$ cat src/rtl/param_sync_fifo.sv
// param_sync_fifo: single-clock FIFO with occupancy flags, sticky errors and flush.
// Define PARAM_SYNC_FIFO_FWFT_EN for first-word-fall-through reads; otherwise registered read.
module param_sync_fifo #(
  parameter int DATA_WIDTH = 64,
  parameter int ADDR_WIDTH = 4,
  parameter int AF_THRESH  = (1 << ADDR_WIDTH) - 2,
  parameter int AE_THRESH  = 2
) (
  input  logic                  clk,
  input  logic                  rst,
  input  logic                  flush,
  input  logic                  wr_en,
  input  logic [DATA_WIDTH-1:0] data_in,
  input  logic                  rd_en,
  output logic [DATA_WIDTH-1:0] data_out,
  output logic                  data_valid,
  output logic                  full,
  output logic                  empty,
  output logic                  almost_full,
  output logic                  almost_empty,
  output logic [ADDR_WIDTH:0]   count,
  output logic                  overflow,
  output logic                  underflow,
  input  logic                  clr_err
);
  localparam int DEPTH = 1 << ADDR_WIDTH;
  localparam logic [ADDR_WIDTH:0] DEPTH_C = (ADDR_WIDTH+1)'(DEPTH);
  localparam logic [ADDR_WIDTH:0] AF_C    = (ADDR_WIDTH+1)'(AF_THRESH);
  localparam logic [ADDR_WIDTH:0] AE_C    = (ADDR_WIDTH+1)'(AE_THRESH);

  logic [DATA_WIDTH-1:0] mem [DEPTH];
  logic [ADDR_WIDTH-1:0] wr_ptr;
  logic [ADDR_WIDTH-1:0] rd_ptr;
  logic                  wr_acc;
  logic                  rd_acc;

  // A separate count register gives true full-depth occupancy without an extra pointer bit.
  assign full         = (count == DEPTH_C);
  assign empty        = (count == '0);
  assign almost_full  = (count >= AF_C);
  assign almost_empty = (count <= AE_C);

  assign wr_acc = wr_en & ~full;
  assign rd_acc = rd_en & ~empty;

  always_ff @(posedge clk or posedge rst) begin
    if (rst) begin
      wr_ptr <= '0;
      rd_ptr <= '0;
      count  <= '0;
    end else if (flush) begin
      wr_ptr <= '0;
      rd_ptr <= '0;
      count  <= '0;
    end else begin
      if (wr_acc) wr_ptr <= wr_ptr + 1'b1;
      if (rd_acc) rd_ptr <= rd_ptr + 1'b1;
      case ({wr_acc, rd_acc})
        2'b10:   count <= count + 1'b1;
        2'b01:   count <= count - 1'b1;
        default: count <= count;
      endcase
    end
  end

  // Storage is deliberately not reset; words are only reachable through the pointers.
  always_ff @(posedge clk) begin
    if (wr_acc && !flush) mem[wr_ptr] <= data_in;
  end

  // A fresh error in the same cycle as clr_err takes precedence over the clear.
  always_ff @(posedge clk or posedge rst) begin
    if (rst) begin
      overflow  <= 1'b0;
      underflow <= 1'b0;
    end else begin
      if (wr_en && full)  overflow <= 1'b1;
      else if (clr_err)   overflow <= 1'b0;
      if (rd_en && empty) underflow <= 1'b1;
      else if (clr_err)   underflow <= 1'b0;
    end
  end

`ifdef PARAM_SYNC_FIFO_FWFT_EN
  assign data_out   = mem[rd_ptr];
  assign data_valid = ~empty;
`else
  always_ff @(posedge clk or posedge rst) begin
    if (rst) begin
      data_out   <= '0;
      data_valid <= 1'b0;
    end else if (flush) begin
      data_valid <= 1'b0;
    end else if (rd_acc) begin
      data_out   <= mem[rd_ptr];
      data_valid <= 1'b1;
    end else begin
      data_valid <= 1'b0;
    end
  end
`endif

endmodule

$ cat config.mk
export PLATFORM = sky130hd
export DESIGN_NAME = param_sync_fifo
export DESIGN_NICKNAME = d
export VERILOG_FILES = /design/src/rtl/param_sync_fifo.sv
export SDC_FILE = /design/constraint.sdc
export NUM_CORES = 1
export LEC_CHECK = 0
export CORE_ASPECT_RATIO = 1.2
export CORE_UTILIZATION = 45
export DETAILED_ROUTE_END_ITERATION = 12
export GPL_TIMING_DRIVEN = 0
export HOLD_SLACK_MARGIN = 0.1
export PLACE_DENSITY_LB_ADDON = 0.3
export SYNTH_ARGS = -nofsm -noshare
export SYNTH_HDL_FRONTEND = slang
export SYNTH_SLANG_ARGS = --single-unit
$ cat constraint.sdc
create_clock -name clk -period 13.55 [get_ports clk]
set_clock_uncertainty 0.05 [all_clocks]
set_input_delay 1.355 -clock clk [delete_from_list [all_inputs] [get_ports clk]]
set_output_delay 1.355 -clock clk [all_outputs]
set_load 0.01 [all_outputs]
==> results_dict.tcl, run 1 <==
set metrics [dict create \
    nets 2217 \
    cp_data_arrival_time_ns 4.48 \
    total_power_mw 7.95 \
    die_w_um 282 \
    dp_worst_setup_slack_ns 8.73 \
    dominantRegCellSynth "sky130_fd_sc_hd__edfxtp_1" \
    cap_viol_max_count 0 \
    critPathRequiredTime_ns 13.85 \
    drive_gt1_share_pct 26.4 \
    post-route-cell-area_mm2 0.0499 \
    synthArstFlopShare_pct 7.25 \
    timing.final.ws_setup_ns 9.37 \
    numPortBuffers 145 \
    detail_route.vias_per_cell 5.78 \
    yosys.cell_types.count 50 \
    first_iter_violations 2092 \
    tritoncts.num_buffers 102 \
    gr-total-overflow 0 \
    startpoint_type "input pin" \
    floorplan.initialDensity_pct 45.7 \
    worst_skew_pair.late_latency_ns 0.66 \
    path_max_fanout 20 \
    path_clk_slew_ns 0.06 \
    grt_pass1_vias 21468 \
    hold_slack_ns 0.443 \
    max_freq_ghz 0.239 \
    via_count 20040 \
    ys_top_cells_by_area "sky130_fd_sc_hd__edfxtp_1, sky130_fd_sc_hd__mux4_2, sky130_fd_sc_hd__dfrtp_1" \
    post_synthesis_sequential_area_ratio_pct 77.2 \
    number_of_cells_in_the_finished_layout_apart_from_fillers 3467 \
    power.leakage_nw 15.4 \
    cts_max_level 3 \
    utilization_pct 53.8 \
    synth.avg_cell_area_um2 23.0 \
    detail_route.first_pass.iterations 6 \
    placement.cell_area_mm2 0.0466 \
    clockRootBuffer "sky130_fd_sc_hd__clkbuf_16" \
    yosys_warnings 0 \
    layout_commonest_cell "sky130_fd_sc_hd__edfxtp_1" \
    syn2layout_area_growth_pct 17.7 \
    tritoncts_clock_tree "built" \
    synth_top_area_share_pct 72.5 \
    netlist_instances 1842 \
    clock_sinks 1104 \
    post_cts_hold_buffer_count 0 \
    synth_area_leader_cell "sky130_fd_sc_hd__edfxtp_1" \
    peakVddDrop_mv 0.111 \
    fp.dieH_um 338 \
    report.final.hold_viol_count 0 \
    placeable_area_mm2 0.0928 \
    status "completed" \
    number_of_placed_i_o_pins 146 \
    setup_total_negative_slack_ns 0 \
    first_pass_grt_wire_length_mm 146 \
    remaining_antenna_violation_count_after_routing 0 \
    final_cell_mix "sky130_fd_sc_hd__edfxtp_1, sky130_fd_sc_hd__mux4_2, sky130_fd_sc_hd__clkdlybuf4s50_1" \
    die_area_mm2 0.0955 \
    placementRows 122 \
    report.final.slew_viol_count 0 \
    seq_cells_post_synth 1104 \
    powerDensity_mw_per_mm2 159 \
    syn_area_mm2 0.0424 \
    finalSetupViolations 0 \
    cts-root-to-sink-buffers 3 \
    placer_congestion 0.763 \
    max_transition_margin_pct 30.1 \
    rsz0062_at_grt "no" \
    dp_hpwl_mm 63.4 \
    portion_of_the_clock_cycle_consumed_by_the_worst_path_in_the_final_layout_pct 30.9 \
    synth-edff-count 1024 \
    setup_fix_buffers_added_after_clock_tree_synthesis 0 \
    critPathCaptureType "register" \
    track_usage_pct 21.3 \
    routed_wirelength_mm 99.5 \
    layout_min_cycle_time_ns 4.18 \
    path_class "in2reg" \
    mappedNetlistNets 1919 \
    worst-slew-pin-transition_ns 1.05 \
    drc_errors 0 \
    grt_start_max_net_pins 60 \
    post_drt_wl_per_cell_um 28.7 \
    antenna_found_initial 7 \
    hold_path_class "reg2reg" \
    post_cts.resized_instances 0 \
    dp_cells 3276 \
]
-- metal layers --
layer | vias to the layer above | global-route usage, % | share of wire [%]
met4 | 12 | 5.23 | 2.0
met5 | - | 0 | 0.084
met1 | 10794 | 27.2 | 39
met3 | 158 | 3.58 | 5.6
li1 | 8399 | - | -
met2 | 677 | 37.6 | 53
-- cell families (layout without fill, tap and decap cells) --
| kind of cell | count (synthesis) | in the layout | share of synthesized area, % |
|---|---|---|---|
| and+or+nand+nor | 129 | 129 | 1.38 |
| AOI/OAI and AO/OA | 95 | 95 | 2.74 |
| DFF | 1104 | 1104 | 77.2 |
| other | 0 | 1 | 0 |
| muxes | 390 | 390 | 16.8 |
| xor gates and xnor gates | 7 | 7 | 0.145 |
| adders and majority gates | 7 | 7 | 0.207 |
| buffers and inverters | 110 | 494 | 1.52 |
-- Yosys cell counts (3+ instances only) --
cell type and n:
sky130_fd_sc_hd__a31oi_1 3, sky130_fd_sc_hd__buf_6 7, sky130_fd_sc_hd__nand2_1 71, sky130_fd_sc_hd__clkbuf_1 34, sky130_fd_sc_hd__dfrtp_1 80, sky130_fd_sc_hd__mux4_2 256, sky130_fd_sc_hd__o221ai_2 61, sky130_fd_sc_hd__a22o_1 3
sky130_fd_sc_hd__buf_1 15, sky130_fd_sc_hd__inv_1 7, sky130_fd_sc_hd__nor2_1 31, sky130_fd_sc_hd__nor2b_1 3, sky130_fd_sc_hd__o221ai_1 3, sky130_fd_sc_hd__o211ai_1 3, sky130_fd_sc_hd__edfxtp_1 1024, sky130_fd_sc_hd__buf_4 7
sky130_fd_sc_hd__or3_1 3, sky130_fd_sc_hd__xor2_1 6, sky130_fd_sc_hd__buf_2 32, sky130_fd_sc_hd__a21oi_1 5, sky130_fd_sc_hd__nand3_1 3, sky130_fd_sc_hd__o21ai_0 7, sky130_fd_sc_hd__buf_12 7, sky130_fd_sc_hd__ha_1 7
sky130_fd_sc_hd__mux2i_1 132
-- cell type report --
class | instances | area [um^2]
Timing Repair Buffer | 194 | 2560
Buffer | 102 | 616
Tap cell | 1240 | 1550
Multi-Input combinational cell | 628 | 9130
Clock inverter | 49 | 474
Fill cell | 7093 | 42900
Inverter | 8 | 35.0
Antenna cell | 1 | 2.50
Sequential cell | 1104 | 32800
Clock buffer | 141 | 2780
-- worst max-delay path, stage by stage --
cell                              delay [ns]
sky130_fd_sc_hd__clkdlybuf4s50_1        0.54
sky130_fd_sc_hd__clkbuf_1               0.39
sky130_fd_sc_hd__a21boi_1               0.50
sky130_fd_sc_hd__nand2_1                0.36
sky130_fd_sc_hd__nor2_4                 0.61
sky130_fd_sc_hd__buf_12                 0.29
sky130_fd_sc_hd__buf_16                 0.19
sky130_fd_sc_hd__buf_12                 0.20
-- where the power goes --
| group | switching [mW] | leakage, nW | internal (mW) |
|---|---|---|---|
| Combinational | 0.600 | 3.58 | 0.531 |
| Sequential | 0.126 | 10.2 | 3.88 |
| Clock | 1.22 | 1.58 | 1.59 |
-- path summary, 6_finish.rpt --
check | startpoint | end | slack, ns | cells after the start
worst max-delay path | wr_en | mem[6][61] | 9.37 | 8
max in group asynchronous | rst | data_out[19] | 11.71 | 3
min in group asynchronous | rst | data_out[49] | 0.99 | 2
worst min register to register | data_out[14] | data_out[14] | 0.44 | 2
worst max register to register | count[0] | mem[3][54] | 10.33 | 7
worst min-delay path | data_out[14] | data_out[14] | 0.44 | 2
-- registers in the layout, summed over array words and instances (netlist names) --
| signal | count |
|---|---|
| mem | 1024 |
| data_out | 64 |
| count | 5 |
| rd_ptr | 4 |
| wr_ptr | 4 |
| data_valid | 1 |
| overflow | 1 |
| underflow | 1 |
No activity file was read; power rests on OpenSTA's default activity.
==> run 2, diff against run 1 <==
clock period = 3.69 ns   (was 13.55 ns; I/O delays follow)
==> run 2 against run 1 <==
  * Routed wire length fell by 3.1%
  * Clock power rose to 3.8 times the previous value
  * Count of clock-buffer cells in the layout rose by 10
  * Worst hold slack got worse by 0.14 ns
  * Final area barely moved
  * Highest routed layer unchanged
  * Sequential cell count did not move
  * Sequential power rose to 3.7 times the previous value
  * Sequential share of layout area barely moved
  * Final cell count did not move
  * Combinational power rose to 3.7 times the previous value
  * Critical endpoint is now mem[15][5]
  * Worst setup slack got worse by 8.9 ns
  * First-iteration DRC count fell by 18%
==> results_dict.tcl, run 2 (synthesized netlist as in run 1, its figures left out) <==
set metrics [dict create \
    nets 2213 \
    grt_pass1_vias 21243 \
    portion_of_the_clock_cycle_consumed_by_the_worst_path_in_the_final_layout_pct 86.2 \
    syn2layout_area_growth_pct 17.6 \
    drc_errors 0 \
    powerDensity_mw_per_mm2 590 \
    dp_cells 3272 \
    drive_gt1_share_pct 26.8 \
    clockRootBuffer "sky130_fd_sc_hd__clkbuf_16" \
    final_cell_mix "sky130_fd_sc_hd__edfxtp_1, sky130_fd_sc_hd__mux4_2, sky130_fd_sc_hd__clkdlybuf4s50_1" \
    power_frac_seq_pct 49.9 \
    hold_slack_ns 0.302 \
    first_pass_grt_wire_length_mm 142 \
    placementRows 122 \
    finalSetupViolations 0 \
    routed_wirelength_mm 96.4 \
    cap_viol_max_count 0 \
    cts_max_level 3 \
    cellInternalPower_mw 22.4 \
    rsz0062_at_grt "no" \
    antenna_found_initial 6 \
    hold_path_class "in2reg" \
    rr_worst_depth 7 \
    path_max_fanout 22 \
    status "completed" \
    gr-total-overflow 0 \
    placement.cell_area_mm2 0.0465 \
    setup_total_negative_slack_ns 0 \
    power.switching_fraction_pct 24.0 \
    dp_worst_setup_slack_ns 0.00751 \
    peakVddDrop_mv 0.339 \
    remaining_antenna_violation_count_after_routing 0 \
    post-route-cell-area_mm2 0.0499 \
    first_iter_violations 1707 \
    fp.dieH_um 338 \
    worst-slew-pin-transition_ns 1.29 \
    p_sw_mw 7.07 \
    dp_hpwl_mm 62.2 \
    numPortBuffers 145 \
    post_drt_wl_per_cell_um 27.8 \
    crit_end "mem[15][5]" \
    via_count 19764 \
    max_flop_register "mem" \
    crit_start "count[0]" \
    max_freq_ghz 0.314 \
    die_area_mm2 0.0955 \
    hold_depth 3 \
    r2r_slack_ns 0.51 \
    setup_fix_buffers_added_after_clock_tree_synthesis 0 \
    utilization_pct 53.7 \
    placeable_area_mm2 0.0928 \
    tritoncts_clock_tree "built" \
    timing.hold.worst.start "clr_err" \
    path_clk_slew_ns 0.07 \
    layout_commonest_cell "sky130_fd_sc_hd__edfxtp_1" \
    detail_route.first_pass.iterations 5 \
    path_class "reg2reg" \
    layout_min_cycle_time_ns 3.18 \
    placer_congestion 0.786 \
    clock_sinks 1104 \
    grt_start_max_net_pins 47 \
    pwr-share-comb_pct 14.0 \
    track_usage_pct 20.5 \
    cp_data_arrival_time_ns 3.53 \
    number_of_cells_in_the_finished_layout_apart_from_fillers 3467 \
    tritoncts.num_buffers 101 \
    report.final.hold_viol_count 0 \
    detail_route.vias_per_cell 5.70 \
    timing.final.ws_setup_ns 0.509 \
    worstReg2RegEnd "mem[15][5]" \
    worstReg2RegStart "count[0]" \
    critPathRequiredTime_ns 4.03 \
    cts-root-to-sink-buffers 3 \
    clkPwrFrac_pct 36.0 \
    report.final.slew_viol_count 0 \
    max_transition_margin_pct 14.3 \
    flip_flop_count_of_the_largest_register_all_copies_and_words_added 1024 \
    largestRegisters "mem x1024, data_out x64, count x5" \
    critPathCaptureType "register" \
    die_w_um 282 \
    total_power_mw 29.4 \
    startpoint_type "register" \
    number_of_placed_i_o_pins 146 \
    floorplan.initialDensity_pct 45.7 \
    power.leakage_nw 15.4 \
    worst_skew_pair.late_latency_ns 0.67 \
]
[run 2: changes by cell type in the layout (fill, tap and decap cells not counted), sizes merged]
cell / before / now
clkbuf: 175 / 185
bufinv: 8 / 9
buf: 117 / 113
clkinv: 35 / 24
dlygate4sd3: 0 / 1
diode: 1 / 2
inv: 10 / 12
[run 2: what timing repair did]
action                                 4_1_cts  5_1_grt
endpoints found under the hold margin       34        0
hold buffers                                 1        0
gates resized for setup                      0        0
[run 2: worst max-delay path, cell delays in order, from the launching register on]
cell	delay, ns
sky130_fd_sc_hd__dfrtp_1	0.42
sky130_fd_sc_hd__buf_6	0.16
sky130_fd_sc_hd__or4_1	0.52
sky130_fd_sc_hd__buf_2	0.20
sky130_fd_sc_hd__o211ai_1	0.83
sky130_fd_sc_hd__nor2_4	0.26
sky130_fd_sc_hd__buf_12	0.26
sky130_fd_sc_hd__buf_12	0.19
[run 2: metal layers]
layer,global-route usage [%],up-vias,wire (um)
met5,0,-,46
met4,5.92,8,2040
met3,2.93,133,5080
met2,36.8,586,52200
met1,25.8,10651,37100
li1,-,8386,-
[run 2: how the worst min path moves through the flow]
stage                              end
after global routing          overflow
after global placement    data_out[48]
after CTS                     overflow
after floorplan              mem[0][0]
after detailed placement  data_out[11]
final                         overflow
[run 2: power groups by stage]
stage | registers, mW | clock network [mW] | logic [mW]
floorplan | 15.0 | 0 | 2.17
global placement | 15.0 | 0 | 3.98
detailed placement | 15.0 | 0 | 4.18
CTS | 14.7 | 10.8 | 4.19
global route | 14.7 | 11.2 | 4.40
finish | 14.7 | 10.6 | 4.13
[run 2: final cells by class]
| cell class | instances | area (um^2) |
|---|---|---|
| diodes | 2 | 5.00 |
| inverters | 8 | 35.0 |
| clock buffers | 151 | 2950 |
| clock inverters | 41 | 455 |
| well taps | 1240 | 1550 |
| repair buffers | 191 | 2380 |
| plain buffers | 102 | 616 |
| multi-input cells | 628 | 9130 |
| flip-flops and latches | 1104 | 32800 |
| fillers | 7085 | 42900 |
